### config.mk
export PLATFORM = sky130hd
export DESIGN_NAME = bin_to_bcd_seq
export DESIGN_NICKNAME = d
export VERILOG_FILES = /design/src/rtl/bin_to_bcd_seq.sv
export SDC_FILE = /design/constraint.sdc
export NUM_CORES = 1
export LEC_CHECK = 0
export CAP_MARGIN = 0
export CORE_MARGIN = 3
export CORE_UTILIZATION = 56
export CTS_BUF_LIST = sky130_fd_sc_hd__clkbuf_2
export DETAILED_ROUTE_END_ITERATION = 7
export PLACE_DENSITY = 0.79
export SETUP_SLACK_MARGIN = 0.3
export SLEW_MARGIN = 20
export SYNTH_ARGS = -nofsm -noshare
export SYNTH_HDL_FRONTEND = slang
export SYNTH_SLANG_ARGS = --single-unit
### constraint.sdc
create_clock -name Clk -period 1.8 [get_ports Clk]
set_input_delay 0.36 -clock Clk [delete_from_list [all_inputs] [get_ports Clk]]
set_output_delay 0.36 -clock Clk [all_outputs]
set_load 0.005 [all_outputs]
### src/rtl/bin_to_bcd_seq.sv
`timescale 1ns/1ps
// bin_to_bcd_seq
//   Sequential binary-to-BCD converter using shift-and-add-3 (double dabble).
//   Produces NDIGITS packed BCD nibbles for the per-digit 7-segment decoders.
//   Codes 0..9 are digits; on overflow every nibble is 4'hF, which the decoder
//   shows as its non-digit pattern.
//
//   Build option: define BIN2BCD_SAT_EN to saturate overflowed results to all
//   nines instead of the all-4'hF marker. Non-overflow results are the same in
//   both builds.
//
// Parameters
//   IN_WIDTH  width of BinIn (1..20)
//   NDIGITS   number of BCD digits (1..6)
//
// Ports
//   Clk       clock, all state on the rising edge
//   Reset     synchronous active-high reset
//   Start     conversion request, only looked at while idle
//   BinIn     binary value, captured when Start is accepted
//   Busy      high from the cycle after acceptance through the Done cycle
//   Done      one-cycle pulse; Bcd/Overflow carry the new result in that cycle
//   Overflow  last result exceeded 10**NDIGITS-1; held until the next Done
//   Bcd       packed digits, [3:0] = units; held between conversions
module bin_to_bcd_seq #(
    parameter int unsigned IN_WIDTH = 9,
    parameter int unsigned NDIGITS  = 3
) (
    input  logic                  Clk,
    input  logic                  Reset,
    input  logic                  Start,
    input  logic [IN_WIDTH-1:0]   BinIn,
    output logic                  Busy,
    output logic                  Done,
    output logic                  Overflow,
    output logic [4*NDIGITS-1:0]  Bcd
);

    localparam int unsigned BW = 4 * NDIGITS;
    localparam int unsigned CW = $clog2(IN_WIDTH + 1);
    localparam logic [31:0] MAX_VAL = 32'(10 ** NDIGITS - 1);

`ifdef BIN2BCD_SAT_EN
    localparam logic [BW-1:0] OVF_CODE = {NDIGITS{4'h9}};
`else
    localparam logic [BW-1:0] OVF_CODE = {NDIGITS{4'hF}};
`endif

    typedef enum logic [1:0] {StIdle, StShift, StDone} state_t;

    state_t              state_q;
    logic [IN_WIDTH-1:0] shift_q;
    logic [BW-1:0]       digits_q;
    logic [CW-1:0]       cnt_q;
    logic                ovf_pend_q;

    logic [BW-1:0]       digits_adj;
    logic [BW-1:0]       digits_next;
    logic [IN_WIDTH-1:0] shift_next;
    logic                ovf_in;

    // One double-dabble step: add 3 to every digit >= 5, then shift the whole
    // {digits, shift register} left by one. The carry out of the top digit falls
    // off the end; it can only be set when the input overflowed anyway.
    always_comb begin
        digits_adj = '0;
        for (int i = 0; i < int'(NDIGITS); i++) begin
            if (digits_q[4*i +: 4] >= 4'd5) begin
                digits_adj[4*i +: 4] = digits_q[4*i +: 4] + 4'd3;
            end else begin
                digits_adj[4*i +: 4] = digits_q[4*i +: 4];
            end
        end
        {digits_next, shift_next} = {digits_adj, shift_q} << 1;
    end

    assign ovf_in = (32'(BinIn) > MAX_VAL);

    always_ff @(posedge Clk) begin
        if (Reset) begin
            state_q    <= StIdle;
            shift_q    <= '0;
            digits_q   <= '0;
            cnt_q      <= '0;
            ovf_pend_q <= 1'b0;
            Busy       <= 1'b0;
            Done       <= 1'b0;
            Overflow   <= 1'b0;
            Bcd        <= '0;
        end else begin
            Done <= 1'b0;
            unique case (state_q)
                StIdle: begin
                    if (Start) begin
                        shift_q    <= BinIn;
                        digits_q   <= '0;
                        cnt_q      <= CW'(IN_WIDTH);
                        ovf_pend_q <= ovf_in;
                        Busy       <= 1'b1;
                        state_q    <= StShift;
                    end
                end
                StShift: begin
                    shift_q  <= shift_next;
                    digits_q <= digits_next;
                    cnt_q    <= cnt_q - CW'(1);
                    // The result is published on the edge into StDone so that
                    // Bcd and Done are valid in the same cycle.
                    if (cnt_q == CW'(1)) begin
                        state_q  <= StDone;
                        Done     <= 1'b1;
                        Overflow <= ovf_pend_q;
                        Bcd      <= ovf_pend_q ? OVF_CODE : digits_next;
                    end
                end
                StDone: begin
                    Busy    <= 1'b0;
                    state_q <= StIdle;
                end
                default: begin
                    Busy    <= 1'b0;
                    state_q <= StIdle;
                end
            endcase
        end
    end

endmodule

==> results of run 1 <==
-- cell usage in the layout, fill, tap and decap left out, types with 5 or more instances in the layout --
| cell | instances |
|---|---|
| dfxtp_2 | 21 |
| nand2b_1 | 7 |
| clkbuf_2 | 6 |
| nor2_1 | 36 |
| dlygate4sd2_1 | 14 |
| buf_4 | 19 |
| o21ai_0 | 8 |
| a211oi_1 | 6 |
| o32ai_1 | 5 |
| a21oi_1 | 13 |
| dfxtp_1 | 20 |
| a2bb2oi_1 | 6 |
| clkdlybuf4s50_1 | 11 |
| nor3b_1 | 6 |
| nor3_1 | 12 |
| nand2b_4 | 5 |
| inv_1 | 7 |
| inv_2 | 5 |
-- critical path: cells and delay by family, from the launching register on --
kind	cells	cell delay [ns]
buffers and inverters	1	0.06
AND/OR/NAND/NOR	1	0.15
AO/OA/AOI/OAI	2	0.37
adder cells (fa/ha/maj)	1	0.18
flip-flops	1	0.38
multiplexers	1	0.32
-- metal layers --
metal | up-vias | wire [µm]
li1 | 842 | -
met1 | 835 | 2133
met2 | 58 | 2544
met3 | 14 | 214
met4 | 0 | 104
met5 | - | 0
-- timing repair --
action | in CTS | in global routing
setup buffers | 8 | 3
gates cloned | 0 | 1
pin swaps | 2 | 10
resized for setup | 42 | 27
setup endpoints to repair | 25 | 23
endpoints found under the hold margin | 0 | 0
-- cells by family (layout without fill, tap and decap cells) --
| group | Yosys count | count (layout) |
|---|---|---|
| buf+inv | 28 | 66 |
| simple gates | 78 | 78 |
| mux | 5 | 5 |
| xor+xnor | 3 | 3 |
| compound gates | 55 | 55 |
| flops | 41 | 41 |
| other cells | 1 | 1 |
| fa+ha+maj | 8 | 8 |
-- final timing paths --
check | startpoint | to | slack (ns) | cells past startpoint
worst max-delay path | digits_q[5] | digits_q[6] | 0.28 | 6
worst min register to register | Bcd[6] | Bcd[6] | 0.50 | 2
worst min-delay path | Bcd[6] | Bcd[6] | 0.50 | 2
worst max register to register | digits_q[5] | digits_q[6] | 0.28 | 6
-- power by group --
group          total (µW)  internal [µW]  switching [µW]
clock network         379           90.5             288
logic                 323            158             165
registers             988            957            30.3
total                1690           1210             484
-- state kept, by name, summed over array words and instances, names as in the netlist --
register and flops:
shift_q 9, Bcd 12, Busy 1, digits_q 12, state_q 2, cnt_q 4, Done 1
-- through the flow --
stage / hold slack (ns) / setup slack, ns / power [µW] / std cells
2_1_floorplan: 0.4368 / 0.3329 / 1187 / 219
5_1_grt: 0.5146 / 0.2119 / 1767 / 301
4_1_cts: 0.4959 / 0.3096 / 1651 / 297
3_5_place_dp: 0.4759 / 0.1035 / 1288 / 282
6_report: 0.4960 / 0.2774 / 1690 / 301
3_3_place_gp: 0.4673 / 0.1449 / 1276 / 282
-- area by class of cell --
type / count / area, µm² / area share
multi-input cells: 150 / 1111 / 0.4416
inverters: 13 / 48.80 / 0.01939
clock inverters: 1 / 3.754 / 0.001492
clock buffers: 6 / 30.03 / 0.01193
repair buffers: 46 / 420.4 / 0.1671
well taps: 44 / 55.05 / 0.02188
flip-flops and latches: 41 / 847.1 / 0.3366
==> reports/qor.yml, run 1 <==
run_status: "finished clean"
holdCritPathClass: "reg2reg"
rsz0062_at_grt: "true"
synth_common_cells: "dfxtp_1, nor2_1, a21oi_1"
finish.instance_area_mm2: 0.002516
fin_skew_ns: 0.02113
root_buffer: "clkbuf_2"
synthAdderAreaFrac: 0.05208
place_area_mm2: 0.002221
avgSynthCellArea_um2: 8.776
yosysMostFrequentCell: "dfxtp_1"
synthFlopType: "dfxtp_1"
synth_edf_count: 0
ys_async_sr_fraction: 0
port-buffer-count: 25
tns_ns: 0
slowest_delay_ns: 0.38
final_util: 0.7980
ys_types: 31
hpwl_um: 2938
die_area_mm2: 0.004171
via_count: 1749
rows: 20
drtAntennaViolNets: 0
crit_chain: "inv_2, ha_1, nand2b_4, a21oi_4, mux2_4, o21ai_1"
syn-num-nets: 239
yosysTopAreaCell: "dfxtp_1"
fin_nets: 277
cts_hold_buf: 0
fp.coreArea_mm2: 0.003153
syn_inst: 219
synthMuxAreaShare: 0.02865
ys_warn_count: 0
synth-compound-area-share: 0.1888
power.density_mw_per_mm2: 671.6
drtIter0Drc: 115
syn-cell-area_mm2: 0.001922
synth_top_area_share: 0.4271
final-setup-viol-count: 0
diodes: 0
io_pins: 27
overflow: 0
start_util: 0.6095
arrival_ns: 1.87
cts_num_sinks: 41
wl_per_cell_um: 16.60
grt_use_total: 0.2220
cts.path.max_buffers: 2
ys_ff_latch: 41
grt_start_max_net_pins: 19
die_width_um: 64.58
cts_buffers: 5
endpoint_kind: "flop"
startpoint_type: "flop"
routed_wl_um: 4996
path_clk_slew_ns: 0.20
num-fill-cells: 231
synth_top_family_by_area: "simple AND/OR/NAND/NOR gates"
maxSlewViolCount: 0
min_period_over_period: 0.8459
cts_tree: "done"
first_pass_iters: 4
hold_viol_final: 0
cp_max_fo: 4
die_h_um: 64.58
drive_gt1_frac: 0.3113
h-tree-depth: 2
final.min_clock_period_ns: 1.523
ys_seq_area_frac: 0.4271
antenna_found_initial: 0
detail_route.vias_per_cell: 5.811
crit_type: "reg2reg"
top_usage_layer: "met2"
grt_pass1_vias: 1630
clock_latency_ns: 0.41
gp_congestion: 0.7804
drv_cap: 0
drc_errors: 0
max_freq_mhz: 656.8
grt_pass1_wl_um: 7238
vdd_drop_max_v: 0.0004826
required_ns: 2.14
synth-simple-area-share: 0.2174
met3_usage: 0.04333
grt_use_met2: 0.3776
grt_use_met1: 0.2780
synth_xor_area_frac: 0.01367
leakage_uw: 0.001026
synth_area_leaders: "dfxtp_1, nor2_1, ha_1, a21oi_1, nand2b_1"
cp_slowest_cell: "dfxtp_2"
area_delta_synth_final_pct: 30.92
No activity file was read; power rests on OpenSTA's default activity.
==> inputs of run 2 (changes only) <==
Clock period 1.8 ns to 1.5 ns, I/O delays scaled along.
==> run 2 against run 1 <==
Effect of this change: the flow now finishes with violations (negative setup slack); clock power is 34% higher; design area increased by 18%; cell count up 4.7%; hold slack improved by 0.023 ns; clock-buffer cell count grew 2; routed wire length up 57%; sequential share of layout area down 4.8 points; maximum frequency down 6.7%; non-clock buffer count is 12 higher; global-route usage increased by 4.8 points; via count is 20% higher; register-to-register slack got worse by 0.41 ns.
==> reports/qor.yml, run 2 (synthesis results as in run 1) <==
area_delta_synth_final_pct: 54.75
drv_cap: 0  # unchanged
gp_congestion: 0.7536  # -3.4%
grt_use_met1: 0.3166  # +0.03869
rsz0062_at_grt: "true"
drtIter0Drc: 241  # +110%
clock_latency_ns: 0.42  # about the same
cts_num_sinks: 41  # unchanged
fin_skew_ns: 0.01567  # -0.005454 ns
io_pins: 27  # unchanged
final-setup-viol-count: 12  # +12
tns_ns: -0.5890  # -0.5890 ns
grt_use_total: 0.2703  # +0.04827
hold_viol_final: 0  # unchanged
endpoint_kind: "flop"
maxSlewViolCount: 0  # unchanged
run_status: "complete, but fails checks"
root_buffer: "clkbuf_2"
top_usage_layer: "met2"
dp_slack_ns: -0.1312  # -0.2347 ns
fin_ws_ns: -0.1321  # -0.4095 ns
rows: 20  # unchanged
detail_route.vias_per_cell: 6.654  # +15%
die_width_um: 64.58  # unchanged
arrival_ns: 1.98  # +0.11 ns
place_area_mm2: 0.002387  # +7.5%
reg_top3: "Bcd (12), digits_q (12), shift_q (9)"
die_area_mm2: 0.004171  # unchanged
holdCritPathClass: "reg2reg"
via_count: 2096  # +20%
die_h_um: 64.58  # unchanged
drc_errors: 0  # unchanged
cp_max_fo: 8  # +4
routed_wl_um: 7829  # +57%
grt_use_met2: 0.4871  # +0.1095
overflow: 0  # unchanged
fp.coreArea_mm2: 0.003153  # unchanged
num-fill-cells: 94  # -59%
max_freq_mhz: 612.7  # -6.7%
diodes: 0  # unchanged
required_ns: 1.85  # -0.29 ns
cts_hold_buf: 0  # unchanged
h-tree-depth: 2  # unchanged
layout_common_cells: "nor2_1, dfxtp_2, buf_4"
cts.path.max_buffers: 2  # unchanged
start_util: 0.6095  # unchanged
wl_per_cell_um: 24.85  # +50%
grt_pass1_wl_um: 8797  # +22%
cts_tree: "done"
drtAntennaViolNets: 0  # unchanged
hpwl_um: 3042  # +3.6%
cts_buffers: 5  # unchanged
grt_pass1_vias: 1834  # +13%
path_clk_slew_ns: 0.21  # about the same
port-buffer-count: 25  # unchanged
first_pass_iters: 5  # +1
power.density_mw_per_mm2: 766.0  # +14%
finish.instance_area_mm2: 0.002974  # +18%
leakage_uw: 0.001141  # +11%
met3_usage: 0.05719  # +0.01386
startpoint_type: "flop"
violations: "negative setup slack"
fin_nets: 290  # +4.7%
final.min_clock_period_ns: 1.632  # +0.1095 ns
antenna_found_initial: 0  # unchanged
layout_commonest_cell: "nor2_1"
drive_gt1_frac: 0.5720  # +0.2607
crit_type: "reg2reg"
vdd_drop_max_v: 0.0007727  # +60%
grt_start_max_net_pins: 19  # unchanged
min_period_over_period: 1.088  # +0.2422
run 2: per-layer routing:
metal | share of wire | up-vias
met5 | 0 | -
met4 | 0.068 | 0
met3 | 0.074 | 53
met2 | 0.51 | 168
met1 | 0.35 | 1005
li1 | - | 870
run 2: path summary, 6_finish.rpt:
| path | to | cells after the start | slack (ns) | from |
|---|---|---|---|---|
| worst min-delay path | cnt_q[3] | 1 | 0.52 | state_q[0] |
| worst max register to register | Bcd[6] | 7 | -0.13 | cnt_q[1] |
| worst min register to register | cnt_q[3] | 1 | 0.52 | state_q[0] |
| worst max-delay path | Bcd[6] | 7 | -0.13 | cnt_q[1] |
run 2: power by group:
part / switching, µW / internal (µW) / leakage, µW
Sequential: 56.2 / 1150 / 0.000347
Clock: 371 / 137 / 0.0000332
Combinational: 296 / 272 / 0.000761
run 2: layout make-up:
cell class	instances	area, µm²	area share
Multi-Input combinational cell	151	1410	0.4741
Sequential cell	41	859.6	0.2890
Timing Repair Buffer	58	540.5	0.1817
Clock buffer	8	40.04	0.01346
Inverter	13	68.82	0.02314
Tap cell	44	55.05	0.01851
run 2: worst max-delay path, stage by stage, from the launching register on:
cell and delay (ns):
dfxtp_2 0.38, inv_2 0.08, ha_4 0.12, and4bb_1 0.22, and2b_4 0.26, buf_12 0.15
nand2b_4 0.11, o22ai_1 0.24
run 2: repair_timing:
item / in CTS / in global routing
pin swaps: 16 / 21
resized for setup: 107 / 56
setup endpoints to repair: 51 / 52
setup buffers: 11 / 10
cloned: 2 / 1
run 2: per-stage QoR:
step | cells | utilization | hold slack (ns) | total power, µW
2_1_floorplan | 219 | - | 0.4368 | 1442
3_3_place_gp | 283 | 0.7571 | 0.4602 | 1552
6_report | 315 | 0.9433 | 0.5188 | 2278
5_1_grt | 315 | 0.9433 | 0.5271 | 2347
3_5_place_dp | 283 | 0.7571 | 0.4682 | 1566
4_1_cts | 304 | 0.8401 | 0.4909 | 2105
